==> src/rtl/mux4_rr_arbiter.sv <==
// Round-robin arbiter that owns the select of a shared 4:1 datapath mux.
// The grant stays with one owner until done, withdrawal or a hold timeout.
module mux4_rr_arbiter #(
    parameter int MAX_HOLD = 16,
    parameter int CNT_W    = 5
) (
    input  logic       clk,
    input  logic       reset,
    input  logic [3:0] req,
    input  logic       done,
    output logic [3:0] grant,
    output logic [1:0] control,
    output logic       grant_valid,
    output logic       timeout
);

    typedef enum logic {IDLE, GRANT} state_t;

    localparam bit             TIMEOUT_EN = (MAX_HOLD != 0);
    localparam logic [CNT_W-1:0] HOLD_LAST = CNT_W'((MAX_HOLD > 0) ? MAX_HOLD - 1 : 0);

    state_t           state, state_next;
    logic [1:0]       ptr, ptr_next;
    logic [CNT_W-1:0] hold_cnt, hold_cnt_next;
    logic [3:0]       grant_next;
    logic [1:0]       control_next;
    logic             timeout_next;
    logic             do_arb;
    logic [2:0]       win;

    // Returns {found, index}; scanning downward leaves the lowest offset from p as winner.
    function automatic logic [2:0] pick(input logic [3:0] r, input logic [1:0] p);
        logic [2:0] res;
        logic [1:0] idx;
        res = 3'b000;
        for (int k = 3; k >= 0; k--) begin
            idx = p + 2'(k);
            if (r[idx]) res = {1'b1, idx};
        end
        return res;
    endfunction

    always_comb begin
        state_next    = state;
        ptr_next      = ptr;
        hold_cnt_next = hold_cnt;
        grant_next    = grant;
        control_next  = control;
        timeout_next  = 1'b0;
        do_arb        = 1'b0;

        case (state)
            IDLE: do_arb = 1'b1;
            GRANT: begin
                if (done) begin
                    do_arb = 1'b1;
                end else if (!req[control]) begin
                    do_arb = 1'b1;
                end else if (TIMEOUT_EN && hold_cnt == HOLD_LAST) begin
                    do_arb       = 1'b1;
                    timeout_next = 1'b1;
                end else if (TIMEOUT_EN) begin
                    hold_cnt_next = hold_cnt + CNT_W'(1);
                end
                if (do_arb) ptr_next = control + 2'd1;
            end
            default: state_next = IDLE;
        endcase

        // A release re-arbitrates immediately so a waiting requester never sees an idle bubble.
        win = pick(req, ptr_next);
        if (do_arb) begin
            hold_cnt_next = '0;
            if (win[2]) begin
                state_next   = GRANT;
                grant_next   = 4'b0001 << win[1:0];
                control_next = win[1:0];
            end else begin
                state_next = IDLE;
                grant_next = 4'b0000;
            end
        end
    end

    always_ff @(posedge clk) begin
        if (reset) begin
            state       <= IDLE;
            ptr         <= 2'd0;
            hold_cnt    <= '0;
            grant       <= 4'b0000;
            control     <= 2'd0;
            grant_valid <= 1'b0;
            timeout     <= 1'b0;
        end else begin
            state       <= state_next;
            ptr         <= ptr_next;
            hold_cnt    <= hold_cnt_next;
            grant       <= grant_next;
            control     <= control_next;
            grant_valid <= (grant_next != 4'b0000);
            timeout     <= timeout_next;
        end
    end

endmodule

==> config.mk <==
export PLATFORM = sky130hd
export DESIGN_NAME = mux4_rr_arbiter
export DESIGN_NICKNAME = d
export VERILOG_FILES = /design/src/rtl/mux4_rr_arbiter.sv
export SDC_FILE = /design/constraint.sdc
export NUM_CORES = 1
export LEC_CHECK = 0
export CORE_MARGIN = 2
export CORE_UTILIZATION = 35
export CTS_BUF_LIST = sky130_fd_sc_hd__clkbuf_16
export CTS_CLUSTER_DIAMETER = 200
export DETAILED_ROUTE_END_ITERATION = 12
export HOLD_SLACK_MARGIN = 0.03
export PLACE_DENSITY_LB_ADDON = 0.1
export SLEW_MARGIN = 20
export SYNTH_ARGS = -nofsm -noshare
export SYNTH_HDL_FRONTEND = slang
export SYNTH_SLANG_ARGS = --single-unit
==> constraint.sdc <==
create_clock -name clk -period 6.6 [get_ports clk]
set_input_delay 1.32 -clock clk [delete_from_list [all_inputs] [get_ports clk]]
set_output_delay 1.32 -clock clk [all_outputs]
set_load 0.1 [all_outputs]
==> results of run 1 <==
==> path summary, 6_finish.rpt <==
path | startpoint | slack, ps | cells past startpoint | end
setup reg to reg | hold_cnt[0] | 3880 | 9 | control[1]
setup / recovery | control[1] | 3160 | 1 | control[1]
hold / removal | hold_cnt[0] | 440 | 1 | hold_cnt[0]
hold reg to reg | hold_cnt[0] | 440 | 1 | hold_cnt[0]
==> final cells by class <==
class | instances | area [um^2] | area share (%)
clock inverter | 1 | 3.75 | 0.308
multi-input combinational | 84 | 617 | 50.7
sequential | 16 | 320 | 26.3
tap | 31 | 38.8 | 3.19
inverter | 6 | 22.5 | 1.85
timing repair buffer | 14 | 140 | 11.5
clock buffer | 3 | 75.1 | 6.17
==> cell usage after synthesis (2+ instances only) <==
cell       count  area share [%]
ha_1           2             2.5
inv_1          5             1.9
dfxtp_1       16              33
buf_2          2             1.0
o22a_1         2             1.8
or3_1          2             1.3
nor2b_1        2             1.3
nand2_1        6             2.3
nor4_1         3             1.9
nand3_1        3             1.5
o21ai_1        2             1.0
a2111oi_2      2             3.0
xor2_1         2             1.8
a22o_1         2             1.8
nand2b_1       2             1.3
o21ai_0        7             3.6
a21oi_1        2             1.0
nor2_1        12             4.6
nor3_1         4             2.0
o21a_1         2             1.5
mux2i_4        2             4.6
==> where the power goes <==
group          internal [W]  switching, W  leakage [nW]
Clock             0.0000805     0.0000397        0.0385
Combinational     0.0000351     0.0000710         0.264
Sequential         0.000104    0.00000962         0.131
Total              0.000219      0.000120         0.433
==> cell usage in the layout (no fill, tap or decap), types with 2 or more instances in the layout <==
cell,Yosys,routed
a2111oi_2,2,2
a21oi_1,2,2
a22o_1,2,2
clkbuf_16,0,3
clkdlybuf4s50_1,0,14
dfxtp_1,16,16
ha_1,2,2
inv_1,5,5
mux2i_4,2,2
nand2_1,6,6
nand2b_1,2,2
nand3_1,3,3
nor2_1,12,12
nor2b_1,2,2
nor3_1,4,4
nor4_1,3,3
o21a_1,2,2
o21ai_0,7,7
o21ai_1,2,2
o22a_1,2,2
or3_1,2,2
xor2_1,2,2
==> metrics by stage <==
step	power, W	hold WS [ps]
detailed placement	0.000221	437
global placement	0.000220	433
floorplan	0.000196	418
CTS	0.000342	446
global route	0.000355	474
finish	0.000340	445
==> sequential cells by signal, indices dropped and copies added (netlist names) <==
name,flops
control,2
ptr,2
hold_cnt,5
state,1
grant_valid,1
grant,4
timeout,1
==> cell families after synthesis <==
family / Yosys count / synth area share [%]
buffers and inverters: 10 / 4.83
adder cells (fa/ha/maj): 3 / 3.56
AO/OA/AOI/OAI: 29 / 23.8
flip-flops: 16 / 32.5
AND/OR/NAND/NOR: 44 / 24.8
XOR/XNOR: 3 / 2.67
multiplexers: 5 / 7.88
==> layer usage <==
layer  track usage [%]  part of all wire (%)  vias up
met2              24.6                    46       12
li1                  -                     -      441
met3              4.54                   3.1        4
met1              21.8                    50      418
met5                 0                     0        -
met4              5.98                   1.2        0
==> flow_metrics.env, run 1 <==
export IMPL_netlist_area_um2=985
export IMPL_min_path_type="flop to flop"
export IMPL_cts_resized=0
export IMPL_area_growth_pct=23.6
export IMPL_crit_type="flop to output pin"
export IMPL_pre_cts_ws_ps=2930
export IMPL_start_util_pct=36.3
export IMPL_ys_dominant_reg_cell="dfxtp_1"
export IMPL_status="completed"
export IMPL_worst_pin_slew_ps=968
export IMPL_clock_sinks=16
export IMPL_cp_slowest_cell="clkdlybuf4s50_1"
export IMPL_fin_setup_tns_ps=0
export IMPL_required_ps=5280
export IMPL_cp_start_kind="flop"
export IMPL_drive_above_1_share_pct=10.5
export IMPL_htreeDepth=1
export IMPL_gr_total_overflow=0
export IMPL_ys_warnings_count=0
export IMPL_vias=875
export IMPL_rows=19
export IMPL_cellLeakagePower_nw=0.433
export IMPL_nNetsFinal=134
export IMPL_ir_drop_v=0.000181
export IMPL_fin_cells=155
export IMPL_dp_cells=151
export IMPL_die_h_um=57.0
export IMPL_relSlewSlack_pct=35.3
export IMPL_fin_crit_ps=3440
export IMPL_place_area_um2=1140
export IMPL_slowest_delay_ps=1230
export IMPL_hold_buffers=0
export IMPL_fin_crit_sh_pct=52.1
export IMPL_syn_inst=110
export IMPL_route_antenna_remaining_nets=0
export IMPL_slew_violations=0
export IMPL_dieArea_um2=3250
export IMPL_via_per_inst=5.65
export IMPL_wl_per_cell_um=15.1
export IMPL_final_area_um2=1220
export IMPL_final_hold_viol_count=0
export IMPL_crit_family="buffers and inverters"
export IMPL_synth_edf_count=0
export IMPL_diodes=0
export IMPL_grt_usage_pct=16.1
export IMPL_crit_buf_inv=1
export IMPL_syn_area_per_cell_um2=8.95
export IMPL_ys_ff_latch=16
export IMPL_fill_cells=288
export IMPL_max_cap_violations=0
export IMPL_async_reset_ff_share_pct=0
export IMPL_die_x_um=57.0
export IMPL_numCtsBuffers=3
export IMPL_fin_skew_ps=3.58
export IMPL_cts_root_buf="clkbuf_16"
export IMPL_worstSkewPairLatency_ps=250
export IMPL_setup_viol=0
export IMPL_grt_pass1_vias=869
export IMPL_crit_fanout=8
export IMPL_drt_iter0_drc=30
export IMPL_place_congestion=0.860
export IMPL_ys_seq_area_share_pct=32.5
export IMPL_grt_max_degree=12
export IMPL_ioPinCount=15
export IMPL_utilization_pct=44.9
export IMPL_cts_setup_buffers=0
export IMPL_core_um2=2710
export IMPL_clock_path_buffers=2
export IMPL_drc=0
export IMPL_worst_slack_ps=3160
export IMPL_drt_pass1_iterations=4
export IMPL_arrival_ps=2120
export IMPL_critical_path_cell_chain="clkdlybuf4s50_1"
export IMPL_synth_nets=119
export IMPL_fmax_mhz=291
export IMPL_rsz0062_at_grt="no"
export IMPL_dp_hpwl_um=1730
export IMPL_ys_types=49
export IMPL_cellPowerDensity_nw_per_um2=279
export IMPL_grt_pass1_wl_um=4040
export IMPL_antenna_found_initial=0
export IMPL_io_buffer_count=14
export IMPL_cts_tree="built"
export IMPL_cts_reportedPaths_clkPinSlew_ps=50
export IMPL_end_kind="output pin"
export IMPL_drt_wl_total_um=2340
(Power assumes the default switching activity.)
==> run 2, diff against run 1 <==
clock period = 2.9 ns   (was 6.6 ns; I/O delays follow)
==> run 2 against run 1 <==
First-iteration DRC count decreased by 37%. Clock power increased by 130%. Global-route usage increased by 1.3 points. Utilization increased by 1.5 points. Largest cell class unchanged. Highest routed layer unchanged.
==> flow_metrics.env, run 2 (synthesized netlist as in run 1, its figures left out) <==
export IMPL_status="completed"
export IMPL_grt_max_degree=12
export IMPL_power_w=0.000786
export IMPL_antenna_found_initial=0
export IMPL_diodes=0
export IMPL_grt_pass1_vias=943
export IMPL_crit_fanout=7
export IMPL_reg_top3="hold_cnt (5), grant (4)"
export IMPL_core_um2=2710
export IMPL_crit_type="flop to flop"
export IMPL_pre_cts_ws_ps=66.3
export IMPL_grt_pass1_wl_um=4400
export IMPL_drt_wl_total_um=2440
export IMPL_clock_sinks=16
export IMPL_via_per_inst=5.61
export IMPL_cp_slowest_cell="a2111oi_2"
export IMPL_die_x_um=57.0
export IMPL_cp_startpoint="hold_cnt[0]"
export IMPL_grt_usage_pct=17.5
export IMPL_fin_skew_ps=6.42
export IMPL_cp_start_kind="flop"
export IMPL_io_buffer_count=14
export IMPL_fin_crit_sh_pct=92.1
export IMPL_gr_total_overflow=0
export IMPL_die_h_um=57.0
export IMPL_wl_per_cell_um=15.0
export IMPL_fin_cells=163
export IMPL_fmax_mhz=374
export IMPL_ff2ff_path_depth=9
export IMPL_numCtsBuffers=3
export IMPL_cellPowerDensity_nw_per_um2=625
export IMPL_hold_buffers=0
export IMPL_critical_path_cell_chain="ha_1, and3_1, ha_1, nor2_1, a2111oi_2, a31oi_1, a2111oi_2, and4b_1, a22o_1"
export IMPL_crit_family="compound AO/OA/AOI/OAI gates"
export IMPL_rr_endpoint="grant[3]"
export IMPL_clock_path_buffers=2
export IMPL_r2r_slack_ps=230
export IMPL_drive_above_1_share_pct=22.0
export IMPL_arrival_ps=2810
export IMPL_fin_crit_ps=2670
export IMPL_rsz0062_at_grt="no"
export IMPL_min_path_type="flop to flop"
export IMPL_dieArea_um2=3250
export IMPL_fin_setup_tns_ps=0
export IMPL_cts_setup_buffers=0
export IMPL_cp_depth=9
export IMPL_cts_resized=0
export IMPL_ir_drop_v=0.000493
export IMPL_layout_common_cells="dfxtp_1 (16), buf_4 (16), nor2_1 (12)"
export IMPL_cts_root_buf="clkbuf_16"
export IMPL_worst_slack_ps=229
export IMPL_largest_register_ffs=5
export IMPL_fill_cells=286
export IMPL_htreeDepth=1
export IMPL_final_hold_viol_count=0
export IMPL_drt_pass1_iterations=4
export IMPL_cts_reportedPaths_clkPinSlew_ps=50
export IMPL_max_cap_violations=0
export IMPL_dp_cells=159
export IMPL_worstSkewPairLatency_ps=250
export IMPL_worst_pin_slew_ps=558
export IMPL_worstReg2RegStart="hold_cnt[0]"
export IMPL_relSlewSlack_pct=62.8
export IMPL_cts_tree="built"
export IMPL_place_congestion=0.816
export IMPL_start_util_pct=36.3
export IMPL_top_register="hold_cnt"
export IMPL_slew_violations=0
export IMPL_dp_hpwl_um=1820
export IMPL_slowest_delay_ps=430
export IMPL_utilization_pct=46.4
export IMPL_drt_iter0_drc=19
export IMPL_rows=19
export IMPL_required_ps=3040
export IMPL_end_kind="flop"
export IMPL_setup_viol=0
export IMPL_critPathCapture="grant[3]"
export IMPL_drc=0
export IMPL_crit_buf_inv=0
export IMPL_cellLeakagePower_nw=0.486
export IMPL_nNetsFinal=142
export IMPL_route_antenna_remaining_nets=0
export IMPL_area_growth_pct=27.7
export IMPL_vias=915
export IMPL_ioPinCount=15
[run 2: cell types whose count changed in the layout (fill, tap and decap cells not counted)]
cell and delta:
clkdlybuf4s50_1 -8, buf_4 +16
[run 2: worst min path at each step]
stage / startpoint / slack, ps / depth (start not counted) / endpoint
after global routing: hold_cnt[0] / 470 / 1 / hold_cnt[0]
after floorplan: hold_cnt[0] / 420 / 1 / hold_cnt[0]
after detailed placement: hold_cnt[0] / 450 / 1 / hold_cnt[0]
after global placement: hold_cnt[0] / 430 / 1 / hold_cnt[0]
final: hold_cnt[0] / 450 / 1 / hold_cnt[0]
after CTS: hold_cnt[0] / 460 / 1 / hold_cnt[0]
[run 2: per-stage QoR]
stage / hold WS (ps) / instance area, um^2
2_1_floorplan: 418 / 985
3_3_place_gp: 434 / 1180
3_5_place_dp: 447 / 1180
4_1_cts: 455 / 1260
5_1_grt: 473 / 1260
6_report: 448 / 1260
[run 2: layer usage]
layer | vias up | track usage (%) | share of wire (%)
met5 | - | 0 | 0
met1 | 433 | 21.8 | 47
met3 | 5 | 4.54 | 4.5
met4 | 0 | 8.97 | 1.9
met2 | 21 | 27.8 | 47
li1 | 456 | - | -
[run 2: area by class of cell]
| type | instances | area, um^2 | area share (%) |
|---|---|---|---|
| timing repair buffer | 22 | 180 | 14.3 |
| multi-input combinational | 84 | 617 | 49.1 |
| tap | 31 | 38.8 | 3.08 |
| sequential | 16 | 320 | 25.5 |
| inverter | 6 | 22.5 | 1.79 |
| clock buffer | 3 | 75.1 | 5.97 |
| clock inverter | 1 | 3.75 | 0.299 |
[run 2: power breakdown]
| group | switching, W | total, W | leakage, nW | internal [W] |
|---|---|---|---|---|
| logic | 0.000163 | 0.000247 | 0.316 | 0.0000846 |
| clock network | 0.0000963 | 0.000280 | 0.0385 | 0.000184 |
| registers | 0.0000232 | 0.000260 | 0.131 | 0.000236 |
| total | 0.000282 | 0.000786 | 0.486 | 0.000504 |
[run 2: worst reg2reg max path: stages, from the launching register on]
cell and delay [ps]:
dfxtp_1 350, ha_1 190, and3_1 170, ha_1 270, nor2_1 150, a2111oi_2 380, a31oi_1 160, a2111oi_2 430
and4b_1 260, a22o_1 210
==> run 3, diff against run 2 <==
CAP_MARGIN = 20   (was not set)
==> results of run 3 <==
Same layout as run 2: the final DEF is identical, and so are final timing and power.
